File: src/rtl/seg7_scan_driver.sv
// Multiplexed N-digit 7-segment scan driver.
// Double-buffered BCD/decimal-point frame, per-slot anti-ghost dead time,
// leading-zero blanking and per-digit blink. All outputs are registered and
// lag the internal prescaler/digit index by one clock.
module seg7_scan_driver #(
  parameter int NUM_DIGITS  = 4,
  parameter int REFRESH_DIV = 50000,
  parameter int DEAD_CYC    = 2,
  parameter int BLINK_DIV   = 64
) (
  input  logic                    iCLK,
  input  logic                    iRST,
  input  logic [4*NUM_DIGITS-1:0] iVALUE,
  input  logic [NUM_DIGITS-1:0]   iDP,
  input  logic                    iLOAD,
  input  logic                    iBLANK_LZ,
  input  logic [NUM_DIGITS-1:0]   iBLINK,
  output logic [7:0]              oSEG,
  output logic [NUM_DIGITS-1:0]   oAN,
  output logic                    oFRAME,
  output logic                    oBUSY
);

  localparam int PW = (REFRESH_DIV > 1) ? $clog2(REFRESH_DIV) : 1;
  localparam int DW = $clog2(NUM_DIGITS);
  localparam int FW = $clog2(BLINK_DIV + 1);

  localparam logic [PW-1:0] PRESC_LAST = PW'(REFRESH_DIV - 1);
  localparam logic [PW-1:0] DEAD_END   = PW'(DEAD_CYC);
  localparam logic [DW-1:0] DIGIT_LAST = DW'(NUM_DIGITS - 1);
  localparam logic [FW-1:0] BLINK_LAST = FW'(BLINK_DIV - 1);

  // Segment pattern for a BCD code, active-low {g,f,e,d,c,b,a}; non-BCD codes dark.
  function automatic logic [6:0] dec7(input logic [3:0] v);
    logic [6:0] s;
    case (v)
      4'd0:    s = 7'h40;
      4'd1:    s = 7'h79;
      4'd2:    s = 7'h24;
      4'd3:    s = 7'h30;
      4'd4:    s = 7'h19;
      4'd5:    s = 7'h12;
      4'd6:    s = 7'h02;
      4'd7:    s = 7'h78;
      4'd8:    s = 7'h00;
      4'd9:    s = 7'h10;
      default: s = 7'h7F;
    endcase
    return s;
  endfunction

  // Scan state
  logic [PW-1:0] presc_q, presc_d;
  logic [DW-1:0] digit_q, digit_d;

  // Frame buffers: pending is written by the host, active is what is scanned out
  logic [NUM_DIGITS-1:0][3:0] pend_val_q, pend_val_d;
  logic [NUM_DIGITS-1:0]      pend_dp_q, pend_dp_d;
  logic [NUM_DIGITS-1:0][3:0] act_val_q, act_val_d;
  logic [NUM_DIGITS-1:0]      act_dp_q, act_dp_d;
  logic                       busy_q, busy_d;

  // Blink timing
  logic [FW-1:0] frame_cnt_q, frame_cnt_d;
  logic          blink_on_q, blink_on_d;

  // Registered display outputs
  logic [7:0]            seg_q, seg_d;
  logic [NUM_DIGITS-1:0] an_q, an_d;
  logic                  frame_q, frame_d;

  // Combinational helpers
  logic                  slot_end;
  logic                  frame_end;
  logic                  upper_zero;
  logic [NUM_DIGITS-1:0] lz_mask;
  logic [6:0]            cur_seg;

  // Next-state logic for scan position, buffers, blink phase and display outputs.
  always_comb begin
    // NOTE: every signal assigned here gets a default first so no path leaves
    // it unassigned; otherwise synthesis would infer a latch to hold its value.
    slot_end    = (presc_q == PRESC_LAST);
    frame_end   = slot_end && (digit_q == DIGIT_LAST);
    presc_d     = slot_end ? '0 : presc_q + PW'(1);
    digit_d     = digit_q;
    pend_val_d  = pend_val_q;
    pend_dp_d   = pend_dp_q;
    act_val_d   = act_val_q;
    act_dp_d    = act_dp_q;
    busy_d      = busy_q;
    frame_cnt_d = frame_cnt_q;
    blink_on_d  = blink_on_q;
    upper_zero  = 1'b1;
    lz_mask     = '0;
    cur_seg     = 7'h7F;
    seg_d       = 8'hFF;
    an_d        = '1;
    frame_d     = frame_end;

    if (slot_end) begin
      digit_d = (digit_q == DIGIT_LAST) ? '0 : digit_q + DW'(1);
    end

    // Frame end swaps in the pending frame (before any same-cycle load lands)
    // and advances the blink timebase.
    if (frame_end) begin
      if (busy_q) begin
        act_val_d = pend_val_q;
        act_dp_d  = pend_dp_q;
      end
      busy_d = 1'b0;
      if (frame_cnt_q == BLINK_LAST) begin
        frame_cnt_d = '0;
        blink_on_d  = ~blink_on_q;
      end else begin
        frame_cnt_d = frame_cnt_q + FW'(1);
      end
    end

    // A load always wins over the frame-end clear: new data must still transfer.
    if (iLOAD) begin
      pend_val_d = iVALUE;
      pend_dp_d  = iDP;
      busy_d     = 1'b1;
    end

    // Digit k is a leading zero when it and every digit above it are zero.
    for (int k = NUM_DIGITS - 1; k >= 0; k--) begin
      upper_zero = upper_zero && (act_val_q[k] == 4'd0);
      lz_mask[k] = iBLANK_LZ && (k != 0) && upper_zero;
    end

    // Outside the dead window, enable the current digit and drive its pattern.
    if (presc_q >= DEAD_END) begin
      an_d[digit_q] = 1'b0;
      cur_seg       = lz_mask[digit_q] ? 7'h7F : dec7(act_val_q[digit_q]);
      seg_d         = {~act_dp_q[digit_q], cur_seg};
      if (!blink_on_q && iBLINK[digit_q]) begin
        seg_d = 8'hFF;
      end
    end
  end

  // State and output registers with synchronous reset.
  always_ff @(posedge iCLK) begin
    // NOTE: sequential state uses non-blocking assignments so every register
    // samples the pre-edge values, independent of statement order.
    if (iRST) begin
      presc_q     <= '0;
      digit_q     <= '0;
      // NOTE: the frame buffers are small register arrays, not RAM, and the
      // display must come up showing zeros, so they are reset explicitly.
      pend_val_q  <= '0;
      pend_dp_q   <= '0;
      act_val_q   <= '0;
      act_dp_q    <= '0;
      busy_q      <= 1'b0;
      frame_cnt_q <= '0;
      blink_on_q  <= 1'b1;
      seg_q       <= 8'hFF;
      an_q        <= '1;
      frame_q     <= 1'b0;
    end else begin
      presc_q     <= presc_d;
      digit_q     <= digit_d;
      pend_val_q  <= pend_val_d;
      pend_dp_q   <= pend_dp_d;
      act_val_q   <= act_val_d;
      act_dp_q    <= act_dp_d;
      busy_q      <= busy_d;
      frame_cnt_q <= frame_cnt_d;
      blink_on_q  <= blink_on_d;
      seg_q       <= seg_d;
      an_q        <= an_d;
      frame_q     <= frame_d;
    end
  end

  assign oSEG   = seg_q;
  assign oAN    = an_q;
  assign oFRAME = frame_q;
  assign oBUSY  = busy_q;

endmodule

File: config.mk
export PLATFORM = sky130hd
export DESIGN_NAME = seg7_scan_driver
export DESIGN_NICKNAME = d
export VERILOG_FILES = /design/src/rtl/seg7_scan_driver.sv
export SDC_FILE = /design/constraint.sdc
export NUM_CORES = 1
export LEC_CHECK = 0
export CORE_MARGIN = 2
export CORE_UTILIZATION = 60
export CTS_BUF_LIST = sky130_fd_sc_hd__clkbuf_4
export DETAILED_ROUTE_END_ITERATION = 8
export GPL_TIMING_DRIVEN = 0
export PLACE_DENSITY = 0.85
export SETUP_SLACK_MARGIN = 0.2
export SYNTH_ARGS = -nofsm -noshare
export SYNTH_HDL_FRONTEND = slang
export SYNTH_SLANG_ARGS = --single-unit
File: constraint.sdc
create_clock -name iCLK -period 3.9 [get_ports iCLK]
set_input_delay 0.78 -clock iCLK [delete_from_list [all_inputs] [get_ports iCLK]]
set_output_delay 0.78 -clock iCLK [all_outputs]
set_load 0.01 [all_outputs]
# == Yosys cells after proc, flatten, opt, wreduce, memory -nomap -nowiden ==
# Memory sizes are Yosys's and may differ from the RTL's. A register that Yosys moved wholly into a read port is not among the register bits.
# Index checks and enable logic that the tools add are counted.
# word_totals
rom_bits,112
inputBits,28
n_memories,1
regBits,73
elab_cells,65
# classes
eq_ne,3
n_bitwise,4
n_reduce_logical,19
muxes,14
order_cmp,3
n_addsub,3
# memory_table
memory,depth,width,rd,rd_ports_with_merged_regs,write_ports,line_no,rtl
(no name shown),16,7,1,1,0,36,case (v)
# ops
cell,n
"16-bit by 1-bit adder with 16-bit output, second input constant",1
"16-bit == test, second input constant",1
"16-bit by 2-bit >= comparator with 1-bit output, second input constant",1
4-bit logical NOT,3
4-bit binary-select mux with 2-bit select,1
1-bit logical AND,8
"7-bit by 1-bit adder with 7-bit output, second input constant",1
"7-bit by 6-bit == test with 1-bit output, second input constant",1
7-bit two-way mux,1
1-bit binary-select mux with 2-bit select,3
1-bit two-way mux,6
4-bit two-way mux,1
4-bit NOT,1
2-bit AND reduction,2
2-bit OR reduction,2
4-bit OR reduction,1
"2-bit by 3-bit < comparator with 1-bit output, second input constant",1
1-bit NOT,3
3-bit OR reduction,1
"2-bit by 1-bit adder with 2-bit output, second input constant",1
1-bit demux with 2-bit select,1
"2-bit == test, second input constant",1
"2-bit by 1-bit >= comparator with 1-bit output, second input constant",1
2-bit two-way mux,1
2 further kinds,2

# == Depth between registers and ports, before layout ==
# logic_depth
word_depth,7
depth_mapped,8

# == Least setup slack after synthesis ==
# Ideal clock, no wire load.
# synth_path
kind,input to register
startpoint,in iBLINK[3]
endpoint,"reg seg_q[0], in the netlist oSEG[0]"
t_required_ns,3.748
path_buffers,0
path_stages,4
arrival_time_ns,1.932
setup_ns,0.152
setup_slack_ns,1.815
cell_sequence,mux4_2 > nor2b_1 > nor3b_1 > nand3_1
# synth_via
elab_chain_cells,4
# synth_lines
item,line_no,rtl
start: declaration,17,"input logic [NUM_DIGITS-1:0] iBLINK,"
1-bit binary-select mux with 2-bit select,139,if (!blink_on_q && iBLINK[digit_q]) begin
1-bit two-way mux (implied by the code),139,
1-bit logical AND,139,
4-bit OR reduction (no line),n/a,
end: declaration,68,"logic [7:0] seg_q, seg_d;"
# Every way passes these cells. The select of a mux whose other input is x is not followed.
# A chain may end at the register's enable or synchronous reset.

# == Final worst setup path ==
# layout_path
startpoint,in iBLINK[2]
endpoint,"reg seg_q[3], in the netlist oSEG[3]"
# Same word-level chain as after synthesis.

==> results.sh <==
export IMPL_netlist_instances=344
export IMPL_tns_ns=0
export IMPL_first_pass_iters=4
export IMPL_worstHoldPathCells=2
export IMPL_power_density_mw_per_mm2=342
export IMPL_start_util=0.615
export IMPL_vias_per_cell=5.49
export IMPL_reg2reg_slack_ns=1.61
export IMPL_r2r_cells=5
export IMPL_wl_met3_um=259
export IMPL_drive_gt1_frac=0.0777
export IMPL_path_cells="clkdlybuf4s50_1 -> mux4_2 -> nor2b_1 -> nor3b_1 -> nand3_1"
export IMPL_numCtsBuffers=9
export IMPL_rows=27
export IMPL_required_ns=4.15
export IMPL_synth_ff_type="dfxtp_1"
export IMPL_clk_latency_ns=0.40
export IMPL_min_period_over_period=0.607
export IMPL_finalClockSkew_ns=0.0118
export IMPL_root_buffer="clkbuf_4"
export IMPL_critPathLaunchType="primary input"
export IMPL_cellLeakagePower_nw=1.68
export IMPL_finalNetCount=434
export IMPL_cts_resized=0
export IMPL_vdd_drop_max_uv=275
export IMPL_design_area_mm2=0.00395
export IMPL_dieHeight_um=78.9
export IMPL_fmax_mhz=423
export IMPL_dp_hpwl_um=4870
export IMPL_coreArea_mm2=0.00547
export IMPL_post_route_min_period_ns=2.37
export IMPL_synth_distinct_cells=38
export IMPL_drt_wl_total_um=6590
export IMPL_drc_errors=0
export IMPL_post_cts_buffers=0
export IMPL_ys_async_sr_fraction=0
export IMPL_holdPathEnd="frame_cnt_q[0]$_SDFFE_PP0P_"
export IMPL_finalHoldViolations=0
export IMPL_die_area_mm2=0.00623
export IMPL_die_x_um=78.9
export IMPL_syn2layout_area_growth_pct=17.3
export IMPL_maxCapViolations=0
export IMPL_antenna_found_initial=0
export IMPL_maxSlewViolCount=0
export IMPL_post_drt_wl_per_cell_um=14.0
export IMPL_io_pins=42
export IMPL_route_met2_wl_um=3290
export IMPL_worstPathArrival_ns=2.62
export IMPL_placed_area_mm2=0.00385
export IMPL_rsz0062_at_grt="false"
export IMPL_critical_path_peak_fanout=7
export IMPL_clkSinkCount=80
export IMPL_grt_pass1_vias=2447
export IMPL_postCtsHoldBufs=0
export IMPL_grt_pass1_wl_um=11100
export IMPL_reg2reg_from="digit_q[1]$_SDFFE_PP0N_"
export IMPL_cts_max_level=3
export IMPL_gp_congestion=0.868
export IMPL_mostFrequentLayoutCell="dfxtp_1"
export IMPL_min_path_type="reg2reg"
export IMPL_finalCoreUtilization=0.722
export IMPL_ys_warn_count=0
export IMPL_crit_path_max_incr_delay_ns=0.66
export IMPL_top_layer_used="met4"
export IMPL_endpoint_kind="flip-flop"
export IMPL_syn_nets=384
export IMPL_setup_viol=0
export IMPL_cts_clk_slew_worst_paths_ns=0.11
export IMPL_antenna_cells=0
export IMPL_m1WireLength_um=2910
export IMPL_status="completed"
export IMPL_relSlewSlack=0.469
export IMPL_numPortBuffers=39
export IMPL_clockBufferDepth=2
export IMPL_crit_slowest_cell="nor3b_1"
export IMPL_worstReg2RegEnd="oSEG[3]$_SDFF_PP1_"
export IMPL_synth_seq_cells=80
export IMPL_grt_use_total=0.230
export IMPL_cts_tree="done"
export IMPL_dr_total_vias=2585
export IMPL_grt_max_degree=13
export IMPL_path_class="in2reg"
export IMPL_drtIter0Drc=92
export IMPL_hp_start="frame_cnt_q[0]$_SDFFE_PP0P_"
export IMPL_drtAntennaViolNets=0
export IMPL_syn_cell_area_mm2=0.00337
export IMPL_synth_edff_count=0
export IMPL_most_common_layout_cells="dfxtp_1, nor2_1, mux2i_1"
export IMPL_overflow=0
export IMPL_fillers=424
export IMPL_tightest_slew_ns=0.794
export IMPL_yosysSeqAreaShare=0.475
export IMPL_avgSynthCellArea_um2=9.79
cell families after synthesis:
logic type      Yosys count  share of synthesized area
flops                    80                      0.475
simple gates            143                      0.204
fa+ha+maj                12                     0.0446
compound gates           20                     0.0342
mux                      50                      0.168
xor+xnor                 16                     0.0416
buf+inv                  23                     0.0323
worst max-delay path: cells and delay by family:
| kind | cells | cell delay, ns |
|---|---|---|
| and+or+nand+nor | 3 | 0.96 |
| muxes | 1 | 0.46 |
| buffers and inverters | 1 | 0.41 |
registers in the layout, indices dropped and copies added, names as in the netlist:
register and flops:
act_dp_q 4, act_val_q 16, digit_q 2, oSEG 8, blink_on_q 1, pend_val_q 16, oAN 4, oBUSY 1
presc_q 16, oFRAME 1, pend_dp_q 4, frame_cnt_q 7
how the worst max path moves through the flow:
stage / startpoint / endpoint / depth (start not counted) / slack [ns]
final: iBLINK[2] / oSEG[3]$_SDFF_PP1_ / 5 / 1.53
after global routing: presc_q[1]$_SDFF_PP0_ / presc_q[12]$_SDFF_PP0_ / 8 / 1.41
after CTS: iBLINK[2] / oSEG[2]$_SDFF_PP1_ / 5 / 1.55
after detailed placement: iBLINK[2] / oSEG[2]$_SDFF_PP1_ / 5 / 1.09
after global placement: iBLINK[3] / oSEG[3]$_SDFF_PP1_ / 5 / 1.18
after floorplan: iBLINK[3] / oSEG[0]$_SDFF_PP1_ / 4 / 1.82
metrics by stage:
stage	power [mW]	hold slack, ns	setup WS (ns)	instances
final	1.35	0.494	1.53	471
after global routing	1.41	0.521	1.41	471
after CTS	1.36	0.495	1.55	471
after detailed placement	0.981	0.468	1.09	455
after global placement	0.977	0.455	1.18	455
after floorplan	0.921	0.437	1.82	344
routing by layer:
metal	vias to the layer above	track usage
met1	1235	0.276
li1	1285	-
met3	10	0.0545
met2	55	0.396
met5	-	0
met4	0	0.0948
power breakdown:
part	switching [mW]	internal (mW)	leakage [nW]
clock network	0.262	0.129	0.0624
registers	0.0130	0.841	0.651
logic	0.0463	0.0609	0.964
total	0.321	1.03	1.68
cell usage after synthesis (3+ instances only):
cell type  number  share of area
dfxtp_1        80           0.48
nor2_1         66          0.074
mux2i_1        43           0.13
nand2_1        22          0.025
nand3_1        14          0.021
ha_1           12          0.045
xor2_1         12          0.031
nand4_1         9          0.017
a21oi_1         8          0.012
clkbuf_1        8         0.0089
nor3_1          6         0.0089
o21ai_0         6         0.0089
buf_2           5         0.0074
inv_1           5         0.0056
mux4_2          5          0.033
nand2b_1        4         0.0074
or3_1           4         0.0074
xnor2_1         4          0.010
and3_1          3         0.0056
area by class of cell:
type / instances / area (um^2) / area share
Multi-Input combinational cell: 241 / 1660 / 0.420
Sequential cell: 80 / 1600 / 0.405
Timing Repair Buffer: 39 / 390 / 0.0988
Buffer: 18 / 90.1 / 0.0228
Tap cell: 72 / 90.1 / 0.0228
Clock buffer: 10 / 75.1 / 0.0190
Clock inverter: 6 / 26.3 / 0.00665
Inverter: 5 / 18.8 / 0.00475
Power figures use the tool's default switching activity.
